File: config.mk
export PLATFORM = sky130hd
export DESIGN_NAME = pipe_hazard_sequencer
export DESIGN_NICKNAME = d
export VERILOG_FILES = /design/src/rtl/pipe_hazard_sequencer.sv
export SDC_FILE = /design/constraint.sdc
export NUM_CORES = 1
export LEC_CHECK = 0
export CORE_MARGIN = 1.5
export CORE_UTILIZATION = 33
export CTS_CLUSTER_DIAMETER = 60
export DETAILED_ROUTE_END_ITERATION = 12
export PLACE_DENSITY = 0.8
export SYNTH_ARGS = -nofsm -noshare
export SYNTH_HDL_FRONTEND = slang
export SYNTH_SLANG_ARGS = --single-unit
File: constraint.sdc
create_clock -name clk -period 2.55 [get_ports clk]
set_input_delay 0.6375 -clock clk [delete_from_list [all_inputs] [get_ports clk]]
set_output_delay 0.6375 -clock clk [all_outputs]
set_load 0.02 [all_outputs]
File: src/rtl/pipe_hazard_sequencer.sv
// Stall/flush sequencer for the 5-stage pipeline: load-use, branch flush, mult/div and slow-memory waits.
// Outputs are combinational from state/cnt/inputs; optional stall counter under HAZARD_STALL_CNT_EN.
module pipe_hazard_sequencer #(
  parameter int MEM_LAT = 2,
  parameter int MD_LAT  = 4,
  parameter int CNT_W   = 4
) (
  input  logic        clk,
  input  logic        rst,
  input  logic [4:0]  ID_Rs,
  input  logic [4:0]  ID_Rt,
  input  logic        ID_UsesRt,
  input  logic        EX_MemRead,
  input  logic [4:0]  EX_Rt,
  input  logic        EX_MulDiv,
  input  logic        EX_BranchTaken,
  input  logic        MEM_Access,
  output logic        pc_write,
  output logic        ifid_write,
  output logic        ifid_flush,
  output logic        idex_write,
  output logic        idex_flush,
  output logic        exmem_write,
  output logic        exmem_flush,
  output logic        memwb_flush,
  output logic        hazard_detected,
  output logic        busy,
  output logic [31:0] stall_count
);

  typedef enum logic [1:0] {RUN, MEM_WAIT, MD_BUSY} state_t;

  localparam logic [CNT_W-1:0] MEM_INIT = (MEM_LAT > 1) ? CNT_W'(MEM_LAT - 2) : '0;
  localparam logic [CNT_W-1:0] MD_INIT  = (MD_LAT > 1)  ? CNT_W'(MD_LAT - 2)  : '0;
  localparam logic             MEM_SLOW = (MEM_LAT > 1);
  localparam logic             MD_SLOW  = (MD_LAT > 1);

  state_t           r_state, w_state_nxt;
  logic [CNT_W-1:0] r_cnt, w_cnt_nxt;
  logic             w_load_use;
  logic             w_mask_mem, w_mask_md, w_release;

  assign w_load_use = EX_MemRead && (EX_Rt != 5'd0) &&
                      ((EX_Rt == ID_Rs) || (ID_UsesRt && (EX_Rt == ID_Rt)));

  always_comb begin
    pc_write        = 1'b1;
    ifid_write      = 1'b1;
    ifid_flush      = 1'b0;
    idex_write      = 1'b1;
    idex_flush      = 1'b0;
    exmem_write     = 1'b1;
    exmem_flush     = 1'b0;
    memwb_flush     = 1'b0;
    hazard_detected = 1'b0;
    w_state_nxt     = r_state;
    w_cnt_nxt       = r_cnt;
    w_mask_mem      = 1'b0;
    w_mask_md       = 1'b0;
    w_release       = 1'b0;

    if (rst) begin
      pc_write    = 1'b0;
      ifid_write  = 1'b0;
      idex_write  = 1'b0;
      exmem_write = 1'b0;
      w_state_nxt = RUN;
      w_cnt_nxt   = '0;
    end else begin
      case (r_state)
        MEM_WAIT: begin
          w_release  = (r_cnt == '0);
          w_mask_mem = 1'b1;
        end
        MD_BUSY: begin
          w_release = (r_cnt == '0);
          w_mask_md = 1'b1;
        end
        default: w_release = 1'b1;
      endcase

      if (!w_release) begin
        // Still waiting: keep applying the hold that started this wait.
        w_cnt_nxt = r_cnt - 1'b1;
        if (r_state == MEM_WAIT) begin
          pc_write    = 1'b0;
          ifid_write  = 1'b0;
          idex_write  = 1'b0;
          exmem_write = 1'b0;
          memwb_flush = 1'b1;
        end else begin
          pc_write    = 1'b0;
          ifid_write  = 1'b0;
          idex_write  = 1'b0;
          exmem_flush = 1'b1;
        end
      end else if (MEM_Access && MEM_SLOW && !w_mask_mem) begin
        pc_write    = 1'b0;
        ifid_write  = 1'b0;
        idex_write  = 1'b0;
        exmem_write = 1'b0;
        memwb_flush = 1'b1;
        w_cnt_nxt   = MEM_INIT;
        w_state_nxt = MEM_WAIT;
      end else if (EX_MulDiv && MD_SLOW && !w_mask_md) begin
        pc_write    = 1'b0;
        ifid_write  = 1'b0;
        idex_write  = 1'b0;
        exmem_flush = 1'b1;
        w_cnt_nxt   = MD_INIT;
        w_state_nxt = MD_BUSY;
      end else begin
        w_state_nxt = RUN;
        if (EX_BranchTaken) begin
          ifid_flush = 1'b1;
          idex_flush = 1'b1;
        end else if (w_load_use) begin
          pc_write        = 1'b0;
          ifid_write      = 1'b0;
          idex_flush      = 1'b1;
          hazard_detected = 1'b1;
        end
      end
    end
  end

  always_ff @(posedge clk) begin
    r_state <= w_state_nxt;
    r_cnt   <= w_cnt_nxt;
  end

  assign busy = !rst && (r_state != RUN);

`ifdef HAZARD_STALL_CNT_EN
  logic [31:0] r_stall_cnt;

  always_ff @(posedge clk) begin
    if (rst) begin
      r_stall_cnt <= '0;
    end else if (!pc_write && (r_stall_cnt != 32'hFFFF_FFFF)) begin
      r_stall_cnt <= r_stall_cnt + 32'd1;
    end
  end

  assign stall_count = r_stall_cnt;
`else
  assign stall_count = 32'd0;
`endif

endmodule

-- After elaboration in Yosys (flattened, before gate mapping)
Index checks and enable logic that the tools add are counted.
- flip-flop bits (word level): 6
- word-level logic and storage cells: 70
- output and inout port bits: 42
- equality and inequality tests: 5
- $add $sub $neg: 1
- reductions and logical operators: 14
- muxes and demuxes: 48
- operators by type and width (operator ; count):
    1-bit two-way mux ; 43
    4-bit two-way mux ; 3
    5-bit equality test ; 2
    1-bit logical AND ; 6
    5-bit nonzero test ; 1
    4-bit zero test ; 1
    2-bit two-way mux ; 2
    4-bit by 1-bit subtractor with 4-bit output, second input constant ; 1
    1-bit zero test ; 3
    3-bit != test, second input constant ; 1
    2-bit by 1-bit equality test with 1-bit output, second input constant ; 1
    2-bit equality test, second input constant ; 1
    2-bit nonzero test ; 1
    2-bit OR reduction ; 1
    1-bit logical OR ; 1

-- Longest topological paths before layout
- depth in word-level cells: 10
- gate-level depth with buffers: 8
- gate-level depth less buffers: 8

-- Worst setup path before layout
OpenSTA, ideal clock, no wires.
- path kind: input to output
- from: in EX_Rt[1]
- to: out pc_write
- setup slack: -0.051 ns
- data arrival time: 1.963 ns
- data required time: 1.913 ns
- stages on the path: 4
- cell sequence: or4_1 o21ai_0 o31a_1 buf_4
- longest elaborated chain between the ends: 10
- elaborated cells between the ends (all ways): 13
- classes of those cells: 2 x eq/ne; 6 x mux; 5 x reduce/logical
- ends and longest elaborated chain (item ; line ; RTL):
    from (decl) ; 14 ; input logic [4:0] EX_Rt,
    5-bit equality test ; 44 ; ((EX_Rt == ID_Rs) || (ID_UsesRt && (EX_Rt == ID_Rt)));
    1-bit logical AND ; 44 ;
    1-bit logical OR ; 44 ;
    1-bit logical AND (*) ; 43 ; assign w_load_use = EX_MemRead && (EX_Rt != 5'd0) &&
    1-bit two-way mux (*) (6 in series) ; - ;
    to (decl) ; 18 ; output logic pc_write,
Mark *: on every way between the ends. The rest lies on a longest branch, timed or not.

-- Worst setup path in the final report
- from: in EX_MulDiv
- to: out ifid_write
- longest elaborated chain between the ends: 5
- ends and longest elaborated chain (item ; line ; RTL):
    from (decl) ; 15 ; input logic EX_MulDiv,
    1-bit logical AND ; 105 ; end else if (EX_MulDiv && MD_SLOW && !w_mask_md) begin
    1-bit two-way mux ; 105 ;
    1-bit two-way mux ; 97 ; end else if (MEM_Access && MEM_SLOW && !w_mask_mem) begin
    1-bit two-way mux ; 82 ; if (!w_release) begin
    1-bit two-way mux ; 62 ; if (rst) begin
    to (decl) ; 19 ; output logic ifid_write,
Every way passes these cells.

==> flow_metrics.env <==
export IMPL_status="finished, violations left"
export IMPL_violations="negative setup slack"
export IMPL_switching_power_uw=232
export IMPL_die_w_um=53.2
export IMPL_nNetsFinal=208
export IMPL_synth_seq_cells=6
export IMPL_drt_met1_wl_um=898
export IMPL_drc=0
export IMPL_power_density_nw_per_um2=381
export IMPL_synth_yosys_seq_area_share_pct=14.5
export IMPL_ios=64
export IMPL_power_uw=583
export IMPL_clock_sinks=6
export IMPL_slew_violations=0
export IMPL_critPathRequiredTime_ps=1910
export IMPL_routed_wirelength_um=2750
export IMPL_hold_buffers=0
export IMPL_first_iter_violations=1
export IMPL_synth_top_cell_area_share_pct=29.8
export IMPL_syn_instance_count=104
export IMPL_fp_dieH_um=53.2
export IMPL_synth_ff_type="dfxtp_1"
export IMPL_fin_tns_setup_ps=-169
export IMPL_cts_tree="yes"
export IMPL_place_area_um2=1180
export IMPL_rsz0062_at_grt="yes"
export IMPL_track_usage_pct=20.4
export IMPL_skew_ps=6.35
export IMPL_core_region_area_um2=2300
export IMPL_power_frac_comb_pct=65.9
export IMPL_wl_met2_um=1470
export IMPL_hpwl_um=1680
export IMPL_synth_common_cells="buf_4, xor2_1, dfxtp_1, nor2_1"
export IMPL_avgSynthCellArea_um2=7.99
export IMPL_clkTransAtPathRegs_ps=50
export IMPL_drtPass1Iterations=3
export IMPL_synth_area_leaders="buf_4, dfxtp_1, xor2_1, ha_1, nor2_1"
export IMPL_ant_nets=0
export IMPL_power_frac_seq_pct=18.8
export IMPL_synth_edf_count=0
export IMPL_power_internal_uw=351
export IMPL_wl_per_cell_um=13.3
export IMPL_fmaxAchievable_ghz=0.382
export IMPL_routed_top_layer="met4"
export IMPL_worstPathMaxFanout=3
export IMPL_max_clock_path_buffers=2
export IMPL_gp_congestion=0.740
export IMPL_grt_pass1_vias=910
export IMPL_clockRootBuffer="clkbuf_4"
export IMPL_fill_cells=187
export IMPL_cts_htree_levels=1
export IMPL_cts_buffers=3
export IMPL_grt_pass1_wl_um=4000
export IMPL_met3_length_um=224
export IMPL_power_leakage_nw=0.780
export IMPL_synth_warning_count=0
export IMPL_synth_most_common_cell="buf_4"
export IMPL_arrival_ps=1980
export IMPL_synthesis_area_um2=831
export IMPL_grt_max_degree=12
export IMPL_swShare_pct=39.8
export IMPL_via_per_inst=4.34
export IMPL_die_area_um2=2830
export IMPL_cp_end_kind="output pin"
export IMPL_utilization_pct=66.5
export IMPL_ys_types=33
export IMPL_hold_viol_final=0
export IMPL_timing_final_ws_setup_ps=-69.5
export IMPL_yosys_area_top_type="buf_4"
export IMPL_period_share_pct=103
export IMPL_fin_area_um2=1530
export IMPL_syn_to_final_growth_pct=83.9
export IMPL_peakVddDrop_uv=263
export IMPL_drive_gt1_share_pct=51.4
export IMPL_report_final_setup_viol=3
export IMPL_numPortBuffers=31
export IMPL_worst_setup_path_start_kind="primary input"
export IMPL_clk_latency_ps=250
export IMPL_vias=899
export IMPL_worstSetupPathType="primary input to output pin"
export IMPL_grt_antenna_before_repair=0
export IMPL_overflow=0
export IMPL_seqCellArea_um2=123
export IMPL_max_cap_violations=0
export IMPL_hold_class="flip-flop to flip-flop"
export IMPL_multi_input_area_um2=683
export IMPL_async_reset_ff_share_pct=0
export IMPL_p_clk_share_pct=15.4
export IMPL_row_count=17
export IMPL_initial_core_util_pct=36.2
export IMPL_diodes=0
export IMPL_finalCriticalPeriod_ps=2620
logic make-up (layout without fill, tap and decap cells):
family                     after synthesis  after routing  synth area share (%)
AOI/OAI and AO/OA                       13             13                  11.7
xor gates and xnor gates                11             11                  11.6
adders and majority gates                5              5                  7.53
buffers and inverters                   40             84                  33.0
DFF                                      6              6                  14.5
muxes                                    2              2                  2.56
other                                    1             32                 0.451
and+or+nand+nor                         26             26                  18.7
sequential cells by signal, summed over array words and instances, names as in the netlist:
register,flops
r_cnt,4
r_state,2
metrics by stage:
step,instances,setup WS [ps],hold WS [ps]
final,207,-69.5,601
after global routing,207,-117,622
after CTS,210,-97.0,585
after detailed placement,179,-807,574
after global placement,179,-763,538
after floorplan,135,11.1,453
worst max-delay path, cell delays in order:
cell and delay [ps]:
clkdlybuf4s50_1 410, nor2b_4 140, a211oi_4 290, nand2b_4 110
clkinv_4 60, o31a_1 190, buf_6 140
metal layers:
layer  vias up  GRT usage, %
met5         -             0
met3        12          5.08
met2        56          41.7
met1       404          17.0
met4         0          12.4
li1        427             -
path summary, 6_finish.rpt:
kind | to | slack (ps) | from | cells past startpoint
max | ifid_write | -70 | EX_MulDiv | 7
min | r_cnt[3] | 600 | r_cnt[3] | 3
max reg2reg | r_cnt[2] | 70 | r_cnt[0] | 16
min reg2reg | r_cnt[3] | 600 | r_cnt[3] | 3
layout make-up:
| class | instances | area share (%) |
|---|---|---|
| inverter | 6 | 1.97 |
| sequential | 6 | 8.03 |
| clock buffer | 3 | 1.47 |
| tap | 28 | 2.29 |
| timing repair buffer | 75 | 41.5 |
| multi-input combinational | 89 | 44.7 |
layout by cell type, fill, tap and decap left out, types with 4 or more instances in the layout:
| master | instances |
|---|---|
| buf_6 | 8 |
| conb_1 | 32 |
| xor2_1 | 7 |
| dfxtp_1 | 4 |
| dlymetal6s2s_1 | 4 |
| clkdlybuf4s50_1 | 7 |
| buf_4 | 45 |
| dlygate4sd2_1 | 4 |
| nor2_1 | 5 |
power by group through the flow:
stage          Combinational [mW]  Clock (mW)  Sequential (mW)
3_5_place_dp                0.270           0            0.109
5_1_grt                     0.412      0.0971            0.110
6_report                    0.384      0.0895            0.109
3_3_place_gp                0.262           0            0.108
4_1_cts                     0.345      0.0942            0.108
2_1_floorplan               0.184           0            0.110
timing repair:
| action | 4_1_cts | 5_1_grt |
|---|---|---|
| pin swaps | 14 | 19 |
| resized for setup | 86 | 31 |
| cloned | 0 | 0 |
| setup endpoints to repair | 10 | 11 |
| buffers inserted | 28 | 0 |
Note: power is estimated with default switching activity, not from simulation.
